--- src/rtl/rvv_instr_encoder.sv ---
// Turns structured vector-op requests into 32-bit RVV instruction words.
// The config word (vsetivli/vsetvli) is only issued when the cached vtype/AVL pair changes.
module rvv_instr_encoder #(
    parameter int CntWidth = 16
) (
    input  logic                clk_i,
    input  logic                rst_i,
    input  logic                req_valid_i,
    output logic                req_ready_o,
    input  logic [31:0]         req_avl_i,
    input  logic [4:0]          req_avl_reg_i,
    input  logic [7:0]          req_vtype_i,
    input  logic [5:0]          req_func6_i,
    input  logic [2:0]          req_func3_i,
    input  logic                req_vm_i,
    input  logic [4:0]          req_vd_i,
    input  logic [4:0]          req_vs1_i,
    input  logic [4:0]          req_vs2_i,
    input  logic                flush_i,
    output logic                instr_valid_o,
    input  logic                instr_ready_i,
    output logic [31:0]         instr_o,
    output logic                illegal_o,
    output logic [CntWidth-1:0] emitted_cnt_o,
    output logic [CntWidth-1:0] cfg_skip_cnt_o
);

    localparam logic [6:0] OPCODE_V  = 7'b1010111;
    localparam logic [2:0] FUNC3_CFG = 3'b111;
    localparam logic [2:0] LMUL_RSVD = 3'b100;
    localparam logic [2:0] EW64      = 3'b011;

    typedef enum logic [1:0] {
        IDLE,
        CFG,
        ARITH
    } state_t;

    state_t state, state_next;

    logic [31:0] lat_avl;
    logic [4:0]  lat_avl_reg;
    logic [7:0]  lat_vtype;
    logic [5:0]  lat_func6;
    logic [2:0]  lat_func3;
    logic        lat_vm;
    logic [4:0]  lat_vd;
    logic [4:0]  lat_vs1;
    logic [4:0]  lat_vs2;

    logic        cache_valid;
    logic [7:0]  cache_vtype;
    logic [31:0] cache_avl;

    logic accept;
    logic handshake;
    logic req_illegal;
    logic cache_hit;

    function automatic logic [31:0] cfg_word(input logic [31:0] avl,
                                             input logic [4:0]  avl_reg,
                                             input logic [7:0]  vtype);
        logic [31:0] word;
        // Short AVLs fit the immediate form; longer ones come from a scalar register.
        if (avl < 32'd32) begin
            word = {2'b11, 2'b00, vtype, avl[4:0], FUNC3_CFG, 5'd0, OPCODE_V};
        end else begin
            word = {1'b0, 3'b000, vtype, avl_reg, FUNC3_CFG, 5'd0, OPCODE_V};
        end
        return word;
    endfunction

    function automatic logic [31:0] arith_word(input logic [5:0] func6,
                                               input logic       vm,
                                               input logic [4:0] vs2,
                                               input logic [4:0] vs1,
                                               input logic [2:0] func3,
                                               input logic [4:0] vd);
        return {func6, vm, vs2, vs1, func3, vd, OPCODE_V};
    endfunction

    assign req_ready_o = (state == IDLE);
    assign accept      = req_valid_i && req_ready_o;
    assign handshake   = instr_valid_o && instr_ready_i;

    assign req_illegal = (req_vtype_i[2:0] == LMUL_RSVD) ||
                         (req_vtype_i[5:3] > EW64) ||
                         (req_func3_i == FUNC3_CFG);

    assign cache_hit = cache_valid &&
                       (req_vtype_i == cache_vtype) &&
                       (req_avl_i == cache_avl);

    always_comb begin
        state_next = state;
        case (state)
            IDLE: begin
                if (accept && !req_illegal) begin
                    state_next = cache_hit ? ARITH : CFG;
                end
            end
            CFG: begin
                if (handshake) begin
                    state_next = ARITH;
                end
            end
            ARITH: begin
                if (handshake) begin
                    state_next = IDLE;
                end
            end
            default: state_next = IDLE;
        endcase
    end

    always_ff @(posedge clk_i) begin
        if (rst_i) begin
            state          <= IDLE;
            instr_valid_o  <= 1'b0;
            instr_o        <= '0;
            illegal_o      <= 1'b0;
            emitted_cnt_o  <= '0;
            cfg_skip_cnt_o <= '0;
            cache_valid    <= 1'b0;
            cache_vtype    <= '0;
            cache_avl      <= '0;
            lat_avl        <= '0;
            lat_avl_reg    <= '0;
            lat_vtype      <= '0;
            lat_func6      <= '0;
            lat_func3      <= '0;
            lat_vm         <= 1'b0;
            lat_vd         <= '0;
            lat_vs1        <= '0;
            lat_vs2        <= '0;
        end else begin
            state     <= state_next;
            illegal_o <= accept && req_illegal;

            if (accept) begin
                lat_avl     <= req_avl_i;
                lat_avl_reg <= req_avl_reg_i;
                lat_vtype   <= req_vtype_i;
                lat_func6   <= req_func6_i;
                lat_func3   <= req_func3_i;
                lat_vm      <= req_vm_i;
                lat_vd      <= req_vd_i;
                lat_vs1     <= req_vs1_i;
                lat_vs2     <= req_vs2_i;
            end

            // The word is loaded straight from the request so it is valid one cycle after accept.
            case (state)
                IDLE: begin
                    if (accept && !req_illegal) begin
                        instr_valid_o <= 1'b1;
                        if (cache_hit) begin
                            instr_o        <= arith_word(req_func6_i, req_vm_i, req_vs2_i,
                                                         req_vs1_i, req_func3_i, req_vd_i);
                            cfg_skip_cnt_o <= cfg_skip_cnt_o + CntWidth'(1);
                        end else begin
                            instr_o <= cfg_word(req_avl_i, req_avl_reg_i, req_vtype_i);
                        end
                    end
                end
                CFG: begin
                    if (handshake) begin
                        instr_o     <= arith_word(lat_func6, lat_vm, lat_vs2,
                                                  lat_vs1, lat_func3, lat_vd);
                        cache_valid <= 1'b1;
                        cache_vtype <= lat_vtype;
                        cache_avl   <= lat_avl;
                    end
                end
                ARITH: begin
                    if (handshake) begin
                        instr_valid_o <= 1'b0;
                    end
                end
                default: instr_valid_o <= 1'b0;
            endcase

            if (handshake) begin
                emitted_cnt_o <= emitted_cnt_o + CntWidth'(1);
            end

            // Placed last so a flush overrides a cache fill in the same cycle.
            if (flush_i) begin
                cache_valid <= 1'b0;
            end
        end
    end

endmodule
--- config.mk ---
export PLATFORM = sky130hd
export DESIGN_NAME = rvv_instr_encoder
export DESIGN_NICKNAME = d
export VERILOG_FILES = /design/src/rtl/rvv_instr_encoder.sv
export SDC_FILE = /design/constraint.sdc
export NUM_CORES = 1
export LEC_CHECK = 0
export ABC_AREA = 1
export BUFFER_PORTS_ARGS = -buffer_cell sky130_fd_sc_hd__buf_2
export CORE_MARGIN = 2
export CORE_UTILIZATION = 57
export CTS_BUF_LIST = sky130_fd_sc_hd__clkbuf_16
export DETAILED_ROUTE_END_ITERATION = 7
export PLACE_DENSITY = 0.81
export SLEW_MARGIN = 20
export SYNTH_ARGS = -nofsm -noshare
export SYNTH_HDL_FRONTEND = slang
export SYNTH_SLANG_ARGS = --single-unit
--- constraint.sdc ---
create_clock -name clk_i -period 2 [get_ports clk_i]
set_input_delay 0.1 -clock clk_i [delete_from_list [all_inputs] [get_ports clk_i]]
set_output_delay 0.1 -clock clk_i [all_outputs]
set_load 0.1 [all_outputs]
==> metrics.log, run 1 <==
INFO  metric clock-root-buffer = clkbuf_16
INFO  metric worst_setup_path_end_kind = register
INFO  metric detailedRoute.firstPassIterationCount = 6
INFO  metric synth_common_cells = nand2_1 (265), dfxtp_1 (168), a21oi_1 (157)
INFO  metric grt_busiest_layer = met2
INFO  metric post_synth_instance_area = 8390 um2
INFO  metric core-area = 14500 um2
INFO  metric fin_hold_ws = 0.0174 ns
INFO  metric drt-wirelength-per-cell = 14.9 um
INFO  metric num_io_pins = 142
INFO  metric hold_path.class = in2reg
INFO  metric die_h = 125 um
INFO  metric setup_viol_count_final = 0
INFO  metric die_w = 125 um
INFO  metric worst-r2r-cell-count = 12
INFO  metric power.switching_fraction = 0.287
INFO  metric overall_power = 0.00837 W
INFO  metric grtUsageMet3 = 0.0595
INFO  metric grt_antenna_before_repair = 0
INFO  metric critical_path.max_fanout = 11
INFO  metric fin_crit = 1.88 ns
INFO  metric r2r_setup_slack = 0.16 ns
INFO  metric clk-insertion-delay-late = 0.44 ns
INFO  metric final_cell_area = 10400 um2
INFO  metric gpl.final_weighted_congestion = 0.949
INFO  metric cts_inserted_buffers = 17
INFO  metric crit-reg2reg-capture = instr_o[30]$_SDFFE_PP0P_
INFO  metric final.fill_count = 1170
INFO  metric cp_slowest_stage_delay = 0.56 ns
INFO  metric first_global_vias = 8161
INFO  metric highest_ir_drop_seen_on_vdd = 0.659 mV
INFO  metric grt_util_met2 = 0.489
INFO  metric finalHoldViolCount = 0
INFO  metric buffer_ports.inserted = 139
INFO  metric num-nets-final = 1495
INFO  metric post-synth-top-area-cell = dfxtp_1
INFO  metric run_status = completed
INFO  metric seq_area_frac_synth = 0.401
INFO  metric row_count = 44
INFO  metric power.static_leakage = 4.82 nW
INFO  metric psw = 0.00241 W
INFO  metric worstPathCellList = dlygate4sd3_1 > buf_2 > xnor2_2 > nand2_1 > nor2_1 > nand2_1 > nor2_4 > nand3_2 > buf_4 > nand2_1 > nand3_1 > nand2_1 > a21oi_1
INFO  metric grt_start_max_net_pins = 81
INFO  metric timing_worst_setup_path_type = in2reg
INFO  metric finalCritPeriodShare = 0.938
INFO  metric synth_cell_types = 37
INFO  metric drive_above_1_share = 0.169
INFO  metric drt-vias-per-instance = 5.53
INFO  metric route.vias.total = 8915
INFO  metric clk_pin_slew = 0.06 ns
INFO  metric internal_power = 0.00597 W
INFO  metric met1_usage = 0.404
INFO  metric top_flip_flop_cell_by_instance_count_after_synthesis = dfxtp_1
INFO  metric post_dp_cell_area = 9150 um2
INFO  metric area_delta_synth_final = 24.2%
INFO  metric ctsLongestPathBuffers = 2
INFO  metric fin_skew = 0.00664 ns
INFO  metric cap_viol_max_count = 0
INFO  metric timing.critical_path.required = 2.33 ns
INFO  metric clock_power_share = 0.402
INFO  metric post_synth_inst_count = 1241
INFO  metric critPathBufInv = 3
INFO  metric worst_ep_arrival_time = 2.20 ns
INFO  metric synth_top_cells_by_area = dfxtp_1 (40%), nand2_1 (12%), a21oi_1 (9.4%)
INFO  metric timing.hold.worst.start = req_vs2_i[3]
INFO  metric p_seq_frac = 0.431
INFO  metric syn_avg_cell_area = 6.76 um2
INFO  metric synth-edff-count = 0
INFO  metric whs_endpoint = lat_vs2[3]$_SDFFE_PP0P_
INFO  metric hpwl_detailed = 16000 um
INFO  metric power_density = 804 nW/um2
INFO  metric timing.fmax = 0.533 GHz
INFO  metric initialDrtViolationCount = 861
INFO  metric critPathTopFamily = buffers and inverters
INFO  metric share_comb_of_total_power = 0.167
INFO  metric cts.sinks = 168
INFO  metric critical_path.startpoint_type = input pin
INFO  metric cell_with_the_most_instances_after_synthesis = nand2_1
INFO  metric grt_remaining_overflow = 0
INFO  metric detail_route.wirelength = 24000 um
INFO  metric post-route-drc-count = 0
INFO  metric final-max-slew-violation-count = 0
INFO  metric tritoncts_clock_tree = yes
INFO  metric fraction_of_post_synthesis_cell_area_in_the_top_cell_type_by_area = 0.401
INFO  metric dieArea = 15700 um2
INFO  metric crit-reg2reg-launch = cache_avl[22]$_SDFFE_PP0P_
INFO  metric whs_path_cells = 3
INFO  metric yosysWarningCount = 0
INFO  metric clock_tree.htree_level_count = 4
INFO  metric antenna_left = 0
INFO  metric slowest_stage_cell_cp = dlygate4sd3_1
INFO  metric floorplan.initialDensity = 0.580
INFO  metric ys_ff_latch = 168
INFO  metric timing.critical_path.mode_cell = nand2_1
INFO  metric globalRouteTotalUtil = 0.303
INFO  metric ys_async_sr_fraction = 0
INFO  metric grt_pass1_wl = 39000 um
==> tightest hold or removal path: stages <==
cell     delay (ns)
buf_2          0.11
o21ai_0        0.09
a21oi_1        0.11
==> metal layers <==
| layer | share of wire | up-vias |
|---|---|---|
| met5 | 0 | - |
| met3 | 0.076 | 53 |
| li1 | - | 4358 |
| met4 | 0.024 | 0 |
| met2 | 0.46 | 409 |
| met1 | 0.44 | 4095 |
==> power by group through the flow <==
stage / sequential [W] / clock (W) / combinational [W]
after global routing: 0.00363 / 0.00354 / 0.00151
final: 0.00361 / 0.00337 / 0.00140
after floorplan: 0.00398 / 0 / 0.000653
after CTS: 0.00361 / 0.00338 / 0.00137
after detailed placement: 0.00368 / 0 / 0.00127
after global placement: 0.00368 / 0 / 0.00125
==> worst max-delay path by stage <==
stage          cells past startpoint                           from                        endpoint
6_report                          13                   req_avl_i[8]        instr_o[30]$_SDFFE_PP0P_
5_1_grt                           12     cache_avl[22]$_SDFFE_PP0P_        instr_o[30]$_SDFFE_PP0P_
4_1_cts                           13                  req_avl_i[26]        instr_o[30]$_SDFFE_PP0P_
3_5_place_dp                      11     cache_avl[26]$_SDFFE_PP0P_        instr_o[30]$_SDFFE_PP0P_
3_3_place_gp                      11     cache_avl[26]$_SDFFE_PP0P_        instr_o[30]$_SDFFE_PP0P_
2_1_floorplan                      6  emitted_cnt_o[5]$_SDFFE_PP0P_  emitted_cnt_o[14]$_SDFFE_PP0P_
==> cell families (layout without fill, tap and decap cells) <==
family,after synthesis,in the layout,share of synthesized area
adders and majority gates,2,2,0.00298
DFF,168,168,0.401
buffers and inverters,212,397,0.109
other,1,3,0.000447
xor gates and xnor gates,22,22,0.0230
and+or+nand+nor,532,532,0.280
AOI/OAI and AO/OA,304,304,0.184
==> layout make-up <==
type / instances / area, um2 / share of cell area
clock inverters: 11 / 160 / 0.0154
diodes: 1 / 2.50 / 0.000240
multi-input cells: 862 / 4180 / 0.402
flip-flops and latches: 168 / 3380 / 0.324
well taps: 184 / 230 / 0.0221
inverters: 152 / 581 / 0.0557
repair buffers: 217 / 1460 / 0.140
clock buffers: 17 / 425 / 0.0408
==> cells in the final DEF (no fill, tap or decap), types with 3 or more instances in the layout <==
cell type,n
nor2_4,7
clkinv_4,3
inv_1,141
dfxtp_1,154
nand4_1,31
bufinv_16,4
nand2_1,263
nor3_1,8
a21oi_1,157
dlygate4sd3_1,60
buf_4,16
xnor2_1,5
nor2_1,135
dfxtp_2,14
and2_1,5
inv_2,9
nand3b_1,3
nor2_2,6
xor2_1,12
clkinv_2,3
o21ai_1,3
xnor2_2,4
o21ai_0,138
buf_2,139
nand3_1,58
clkbuf_16,17
nor4_1,4
==> per-stage QoR <==
step	setup TNS [ns]	std cells	setup WS [ns]	util
6_report	0	1612	0.124	0.720
5_1_grt	-0.0659	1611	-0.0459	0.719
4_1_cts	0	1609	0.0539	0.714
3_5_place_dp	0	1521	0.0964	0.632
3_3_place_gp	0	1521	0.0569	0.632
2_1_floorplan	-0.140	1242	-0.140	-
==> repair_timing <==
action / CTS / global route
setup endpoints to repair: 0 / 38
setup buffers: 0 / 2
hold buffers: 60 / 0
gates resized for setup: 0 / 13
hold endpoints to repair: 67 / 0
(Power assumes the default switching activity.)
==> inputs of run 2 (changes only) <==
- RECOVER_POWER: default -> 25
==> metrics.log, run 2 (synthesized netlist as in run 1, its figures left out) <==
INFO  metric worst-r2r-cell-count = 12
INFO  metric post-route-drc-count = 0
INFO  metric cap_viol_max_count = 0
INFO  metric detail_route.wirelength = 24000 um
INFO  metric area_delta_synth_final = 23.7%
INFO  metric r2r_setup_slack = 0.16 ns
INFO  metric timing.critical_path.required = 2.37 ns
INFO  metric clock_tree.htree_level_count = 4
INFO  metric fin_skew = 0.00661 ns
INFO  metric fin_hold_ws = 0.0157 ns
INFO  metric buffer_ports.inserted = 139
INFO  metric cts_inserted_buffers = 17
INFO  metric first_global_vias = 8161
INFO  metric clock-root-buffer = clkbuf_16
INFO  metric worstMarginPinSlew = 1.21 ns
INFO  metric fin_util = 0.717
INFO  metric grt_pass1_wl = 39000 um
INFO  metric grt_start_max_net_pins = 81
INFO  metric multiInputGateArea = 4170 um2
INFO  metric grt_remaining_overflow = 0
INFO  metric whs_path_cells = 3
INFO  metric drt-vias-per-instance = 5.51
INFO  metric seq_area = 3380 um2
INFO  metric clk_pin_slew = 0.06 ns
INFO  metric setup_viol_count_final = 0
INFO  metric hpwl_detailed = 16000 um
INFO  metric drt-wirelength-per-cell = 14.9 um
INFO  metric grt_antenna_before_repair = 0
INFO  metric fin_crit = 1.89 ns
INFO  metric core-area = 14500 um2
INFO  metric final.fill_count = 1184
INFO  metric layout.cells.most_common = nand2_1
INFO  metric power.static_leakage = 4.72 nW
INFO  metric hold_path.class = in2reg
INFO  metric worst_setup_path_end_kind = register
INFO  metric crit-reg2reg-capture = instr_o[30]$_SDFFE_PP0P_
INFO  metric num-nets-final = 1495
INFO  metric highest_ir_drop_seen_on_vdd = 0.656 mV
INFO  metric final-max-slew-violation-count = 0
INFO  metric fin_tns_setup = 0 ns
INFO  metric num_io_pins = 142
INFO  metric detailedRoute.firstPassIterationCount = 5
INFO  metric critPathLaunch = req_avl_i[26]
INFO  metric gpl.final_weighted_congestion = 0.949
INFO  metric clk-insertion-delay-late = 0.44 ns
INFO  metric overall_power = 0.00836 W
INFO  metric slew_headroom = 0.197
INFO  metric row_count = 44
INFO  metric critical_path.max_fanout = 7
INFO  metric tritoncts_clock_tree = yes
INFO  metric timing.hold.worst.start = req_vs2_i[3]
INFO  metric floorplan.initialDensity = 0.580
INFO  metric route.vias.total = 8885
INFO  metric cts.sinks = 168
INFO  metric timing_worst_setup_path_type = in2reg
INFO  metric finalCritPeriodShare = 0.947
INFO  metric ctsLongestPathBuffers = 2
INFO  metric drive_above_1_share = 0.153
INFO  metric highest_count_cells_in_the_layout_ignoring_fill_and_taps = nand2_1 (264), a21oi_1 (157), dfxtp_1 (155)
INFO  metric finalHoldViolCount = 0
INFO  metric initialDrtViolationCount = 786
INFO  metric antenna_left = 0
INFO  metric run_status = completed
INFO  metric dieArea = 15700 um2
INFO  metric whs_endpoint = lat_vs2[3]$_SDFFE_PP0P_
INFO  metric die_w = 125 um
INFO  metric worst_ep_arrival_time = 2.26 ns
INFO  metric power_density = 805 nW/um2
INFO  metric timing.fmax = 0.528 GHz
INFO  metric die_h = 125 um
INFO  metric globalRouteTotalUtil = 0.303
INFO  metric critical_path.startpoint_type = input pin
INFO  metric crit-reg2reg-launch = cache_avl[22]$_SDFFE_PP0P_
INFO  metric layout_setup_ws = 0.107 ns
INFO  metric post-place-ws = 0.0964 ns
run 2: changes by cell type in the layout (fill, tap and decap cells not counted), sizes merged:
cell and delta:
clkbuf +46, buf -46
run 2: layout make-up:
cell class,instances,area share
diodes,1,0.000241
clock buffers,17,0.0410
clock inverters,11,0.0154
inverters,152,0.0559
multi-input cells,862,0.402
flip-flops and latches,168,0.325
well taps,184,0.0222
repair buffers,217,0.138
run 2: power breakdown:
group	switching [W]	leakage (nW)	internal [W]
combinational	0.000997	3.05	0.000391
clock	0.00132	0.293	0.00205
sequential	0.0000869	1.38	0.00352
run 2: worst max-delay path by stage:
stage	end	slack [ns]	depth (start not counted)
CTS	instr_o[30]$_SDFFE_PP0P_	0.05	13
finish	instr_o[19]$_SDFFE_PP0P_	0.11	12
detailed placement	instr_o[30]$_SDFFE_PP0P_	0.1	11
floorplan	emitted_cnt_o[14]$_SDFFE_PP0P_	-0.14	6
global placement	instr_o[30]$_SDFFE_PP0P_	0.06	11
global route	instr_o[30]$_SDFFE_PP0P_	-0.05	12
run 2: through the flow:
step / instance area [um2] / instances
final: 10400 / 1612
after global routing: 10400 / 1611
after global placement: 9150 / 1521
after floorplan: 8410 / 1242
after detailed placement: 9150 / 1521
after CTS: 10300 / 1609
run 2: worst max-delay path, stage by stage:
cell and delay, ns:
dlygate4sd3_1 0.53, buf_2 0.16, nor2_1 0.13, nand4_1 0.09, nor2_1 0.23, nand3_1 0.25
o21ai_0 0.32, buf_4 0.16, nand2_1 0.06, nand3_1 0.07, nand2_1 0.05, a21oi_1 0.10
run 2: repair_timing:
action	CTS	global route
resized for setup	0	13
setup endpoints to repair	0	38
hold buffers	60	0
setup buffers	0	2
hold endpoints to repair	67	0
run 2: per-layer routing:
layer	GRT usage	wire, um
met1	0.404	10400
met5	0	0
met4	0.115	557
met2	0.489	11200
met3	0.0595	1860
